<file path="src/rtl/keypad_matrix_scanner.sv">
// Row/column push-button matrix scanner: drives one column low at a time, debounces
// a single key and reports it through a valid/ack handshake with sticky overrun.
module keypad_matrix_scanner #(
  parameter int COLS          = 4,
  parameter int ROWS          = 4,
  parameter int SETTLE_TICKS  = 2,
  parameter int DEBOUNCE_SMPL = 3,
  parameter int CODE_W        = 4
) (
  input  logic              clock,
  input  logic              reset,
  input  logic              scan_tick,
  input  logic [ROWS-1:0]   row_sense,
  output logic [COLS-1:0]   col_drive,
  output logic              key_valid,
  output logic [CODE_W-1:0] key_code,
  input  logic              key_ack,
  output logic              key_held,
  output logic              overrun
);

  localparam int COL_W  = (COLS > 1) ? $clog2(COLS) : 1;
  localparam int ROW_W  = (ROWS > 1) ? $clog2(ROWS) : 1;
  localparam int TICK_W = (SETTLE_TICKS > 1) ? $clog2(SETTLE_TICKS + 1) : 1;
  localparam int CNT_W  = $clog2(DEBOUNCE_SMPL + 1);

  typedef enum logic [1:0] {SCAN, DEBOUNCE, HELD} state_t;

  state_t            state;
  logic [ROWS-1:0]   row_p0;
  logic [ROWS-1:0]   row_p1;
  logic [COL_W-1:0]  col;
  logic [TICK_W-1:0] tick_cnt;
  logic [CNT_W-1:0]  match_cnt;
  logic [ROW_W-1:0]  cand;

  logic              sample;
  logic              rows_idle;
  logic [ROW_W-1:0]  low_idx;
  logic              accept;
  logic [COL_W-1:0]  col_next;

  function automatic logic [ROW_W-1:0] lowest_low(input logic [ROWS-1:0] rows);
    logic [ROW_W-1:0] idx;
    idx = '0;
    for (int r = ROWS - 1; r >= 0; r--) begin
      if (!rows[r]) idx = ROW_W'(r);
    end
    return idx;
  endfunction

  function automatic logic [COLS-1:0] col_mask(input logic [COL_W-1:0] c);
    logic [COLS-1:0] m;
    m    = '1;
    m[c] = 1'b0;
    return m;
  endfunction

  always_comb begin
    sample    = scan_tick && (tick_cnt == TICK_W'(SETTLE_TICKS - 1));
    rows_idle = &row_p1;
    low_idx   = lowest_low(row_p1);
    col_next  = (col == COL_W'(COLS - 1)) ? '0 : col + COL_W'(1);
    accept    = sample && (state == DEBOUNCE) && !rows_idle && (low_idx == cand) &&
                (match_cnt == CNT_W'(DEBOUNCE_SMPL - 1));
  end

  always_ff @(posedge clock) begin
    if (reset) begin
      row_p0    <= '1;
      row_p1    <= '1;
      state     <= SCAN;
      col       <= '0;
      col_drive <= col_mask('0);
      tick_cnt  <= '0;
      match_cnt <= '0;
      cand      <= '0;
      key_valid <= 1'b0;
      key_code  <= '0;
      key_held  <= 1'b0;
      overrun   <= 1'b0;
    end else begin
      // stage p0/p1: two-flop synchronizer on the raw row lines
      row_p0 <= row_sense;
      row_p1 <= row_p0;

      // handshake runs every clock; an accept in the same cycle as ack wins
      if (key_valid && key_ack) begin
        key_valid <= 1'b0;
        overrun   <= 1'b0;
      end
      if (accept) begin
        if (!key_valid || key_ack) begin
          key_code  <= CODE_W'(int'(cand) * COLS + int'(col));
          key_valid <= 1'b1;
        end else begin
          overrun <= 1'b1;
        end
      end

      if (scan_tick) tick_cnt <= sample ? '0 : tick_cnt + TICK_W'(1);

      if (sample) begin
        case (state)
          SCAN: begin
            if (rows_idle) begin
              col       <= col_next;
              col_drive <= col_mask(col_next);
            end else begin
              cand      <= low_idx;
              match_cnt <= CNT_W'(1);
              state     <= DEBOUNCE;
            end
          end
          DEBOUNCE: begin
            if (!rows_idle && low_idx == cand) begin
              if (accept) begin
                match_cnt <= '0;
                key_held  <= 1'b1;
                state     <= HELD;
              end else begin
                match_cnt <= match_cnt + CNT_W'(1);
              end
            end else begin
              col       <= col_next;
              col_drive <= col_mask(col_next);
              state     <= SCAN;
            end
          end
          HELD: begin
            // release must be seen on consecutive samples; any press restarts it
            if (row_p1[cand]) begin
              if (match_cnt == CNT_W'(DEBOUNCE_SMPL - 1)) begin
                match_cnt <= '0;
                key_held  <= 1'b0;
                col       <= col_next;
                col_drive <= col_mask(col_next);
                state     <= SCAN;
              end else begin
                match_cnt <= match_cnt + CNT_W'(1);
              end
            end else begin
              match_cnt <= '0;
            end
          end
          default: state <= SCAN;
        endcase
      end
    end
  end

endmodule

</file>
<file path="config.mk">
export PLATFORM = sky130hd
export DESIGN_NAME = keypad_matrix_scanner
export DESIGN_NICKNAME = d
export VERILOG_FILES = /design/src/rtl/keypad_matrix_scanner.sv
export SDC_FILE = /design/constraint.sdc
export NUM_CORES = 1
export LEC_CHECK = 0
export BUFFER_PORTS_ARGS = -buffer_cell sky130_fd_sc_hd__buf_2
export CAP_MARGIN = 10
export CORE_MARGIN = 3
export CORE_UTILIZATION = 56
export DETAILED_ROUTE_END_ITERATION = 12
export PLACE_DENSITY = 0.77
export SLEW_MARGIN = 25
export SYNTH_ARGS = -nofsm -noshare
export SYNTH_HDL_FRONTEND = slang
export SYNTH_SLANG_ARGS = --single-unit
</file>
<file path="constraint.sdc">
create_clock -name clock -period 2.2 [get_ports clock]
set_clock_uncertainty 0.05 [all_clocks]
set_input_delay 0.44 -clock clock [delete_from_list [all_inputs] [get_ports clock]]
set_output_delay 0.44 -clock clock [all_outputs]
set_load 0.05 [all_outputs]
</file>
==> flow_metrics.py <==
metrics = {
    "run_status": {
        "outcome": "complete, no violations",
    },
    "detailed_routing": {
        "via_per_inst": 5.654,
        "ant_nets": 0,
        "drc": 0,
        "wl_per_cell_um": 13.50,
        "dr_total_vias": 1210,
        "drt-pass1-iter-count": 4,
        "wirelength_um": 2889,
        "drtIter0Drc": 52,
    },
    "min_path": {
        "hold_class": "input pin to register",
        "whs_path_depth": 2,
    },
    "logic_synthesis": {
        "syn_avg_cell_area_sq_um": 9.253,
        "ys_async_sr_fraction_pct": 0,
        "synth_edf_count": 0,
        "synth_area_sq_um": 1499,
        "yosys.area.top_type": "dfxtp_1",
        "ys.flop_type": "dfxtp_1",
        "synth_top_area_share_pct": 38.73,
        "synthTopCellsByArea": "dfxtp_1, ha_1, mux2i_1, nand2_1, or2_2",
        "yosys-top-cells-count": "dfxtp_1, nand2_1, ha_1",
        "ys_seq_area_share_pct": 38.73,
        "yosysUniqueCellTypes": 38,
        "synth_nets": 181,
        "post-synth-top-count-cell": "dfxtp_1",
        "ys_ff_latch": 29,
        "yosysWarningCount": 0,
        "synthCells": 162,
    },
    "timing": {
        "setup_tns_ns": 0,
        "rsz0062_at_grt": "false",
        "period_share_pct": 83.75,
        "hold_viol": 0,
        "worstMarginPinSlew_ns": 0.3909,
        "max_slew_margin_pct": 73.82,
        "setup_viol": 0,
        "fmax_mhz": 542.7,
        "drv_slew": 0,
        "fin_crit_ns": 1.843,
    },
    "clocking": {
        "numCtsBuffers": 5,
        "postCtsHoldBufs": 0,
        "ctsRootBufferMaster": "clkbuf_4",
        "htree_levels": 2,
        "cts.sinks": 29,
        "post_cts_resized": 0,
        "path_clk_slew_ns": 0.10,
        "cts_tree": "done",
        "clockBufferDepth": 2,
        "worst_skew_pair.late_latency_ns": 0.33,
        "cts_setup_buffers": 0,
    },
    "final_layout": {
        "final_area_sq_um": 1697,
        "fin_cells": 214,
        "num_antenna_cells": 0,
        "syn_to_final_growth_pct": 13.19,
        "nets": 202,
        "layout-drive-gt1-share_pct": 25.54,
    },
    "placement": {
        "portBuffers": 18,
        "dp_cells": 206,
        "place_congestion": 0.8815,
        "dp_hpwl_um": 2072,
        "placed_cell_area_sq_um": 1608,
    },
    "floorplan": {
        "die_w_um": 57.74,
        "rows": 18,
        "ioPinCount": 19,
        "start_util_pct": 59.96,
        "core_sq_um": 2500,
        "die-height_um": 57.74,
        "die_area_sq_um": 3333,
    },
    "setup_path": {
        "crit_type": "register to register",
        "crit_path_max_fanout": 9,
        "cp-end-kind": "register",
        "crit_path_cell_trace": "and3b_1 > o2111ai_2 > a21oi_4 > and3_1 > mux2i_1",
        "crit_slowest_cell": "dfxtp_1",
        "reg2reg_depth": 5,
        "cp_slowest_stage_delay_ns": 0.52,
        "path_delay_family": "simple AND/OR/NAND/NOR gates",
        "cp_data_arrival_time_ns": 2.06,
        "crit_required_ns": 2.42,
        "cp.depth": 5,
        "critPathBufInv": 0,
        "startpoint_type": "register",
    },
    "global_route": {
        "grt_overflow": 0,
        "grt_pass1_wl_um": 5064,
        "track_usage_pct": 19.91,
        "grt_max_degree": 22,
        "antenna_found_initial": 0,
        "first_global_vias": 1170,
    },
    "power": {
        "powerDensity_nw_per_um2": 665.3,
        "max-vdd-ir-drop_mv": 0.5514,
        "leakagePower_nw": 0.6814,
    },
    "job": {
        "drv_cap": 0,
    },
}
==> flip-flops by register name, summed over array words and instances, names as in the netlist <==
register	cells
state	2
match_cnt	2
tick_cnt	2
row_p0	4
col	2
key_valid	1
key_code	4
cand	2
col_drive	4
key_held	1
row_p1	4
overrun	1
==> placed cells by master (no fill, tap or decap), drive strengths merged, types with 5 or more instances in the layout <==
master	netlist	layout
inv	10	10
nor2	9	9
a21oi	9	9
buf	5	22
nor3	5	5
ha	11	11
nand2	17	17
a211oi	5	5
a31oi	5	5
or2	9	9
dfxtp	29	29
mux2i	10	10
o21ai	5	5
nand3	8	8
clkbuf	3	6
==> power breakdown <==
group	total, mW	internal, mW	leakage [nW]	switching, mW
Combinational	0.107	0.0426	0.400	0.0645
Sequential	0.556	0.541	0.236	0.0151
Clock	0.465	0.270	0.0445	0.195
Total	1.13	0.854	0.681	0.275
==> worst paths after layout <==
path / startpoint / end / slack [ns]
max: cand[0] / key_code[2] / 0.36
min: row_sense[2] / row_p0[2] / 0.24
max reg2reg: cand[0] / key_code[2] / 0.36
min reg2reg: row_p0[0] / row_p1[0] / 0.37
==> metrics by stage <==
stage	total power [mW]	setup WS, ns	util (%)	hold WS [ns]
after global placement	0.6704	0.4750	64.31	0.3407
after detailed placement	0.6733	0.3825	64.31	0.3458
after floorplan	0.6448	0.5591	-	0.3395
final	1.129	0.3575	67.87	0.2359
after CTS	1.137	0.3719	67.87	0.2230
after global routing	1.172	0.2157	67.87	0.2250
==> layout make-up <==
type	instances	area, sq um
multi-input combinational	114	828.3
timing repair buffer	22	120.1
sequential	29	580.6
inverter	11	41.29
clock inverter	2	37.54
tap	30	37.54
fill	180	803.3
clock buffer	6	51.30
==> logic make-up (layout without fill, tap and decap cells) <==
kind of cell             Yosys count  after routing  synth area share (%)
buffers and inverters             19             41                 6.010
XOR/XNOR                           1              1                0.5844
flip-flops                        29             29                 38.73
AO/OA/AOI/OAI                     32             32                 16.53
multiplexers                      11             11                 8.431
adder cells (fa/ha/maj)           11             11                 9.182
AND/OR/NAND/NOR                   59             59                 20.53
==> per-layer routing <==
metal	track usage (%)	vias up	part of all wire, %
li1	-	614	-
met1	24.72	556	47
met2	32.26	35	46
met3	4.677	5	5.7
met4	9.934	0	1.6
met5	0	-	0
No activity file was read; power rests on OpenSTA's default activity.
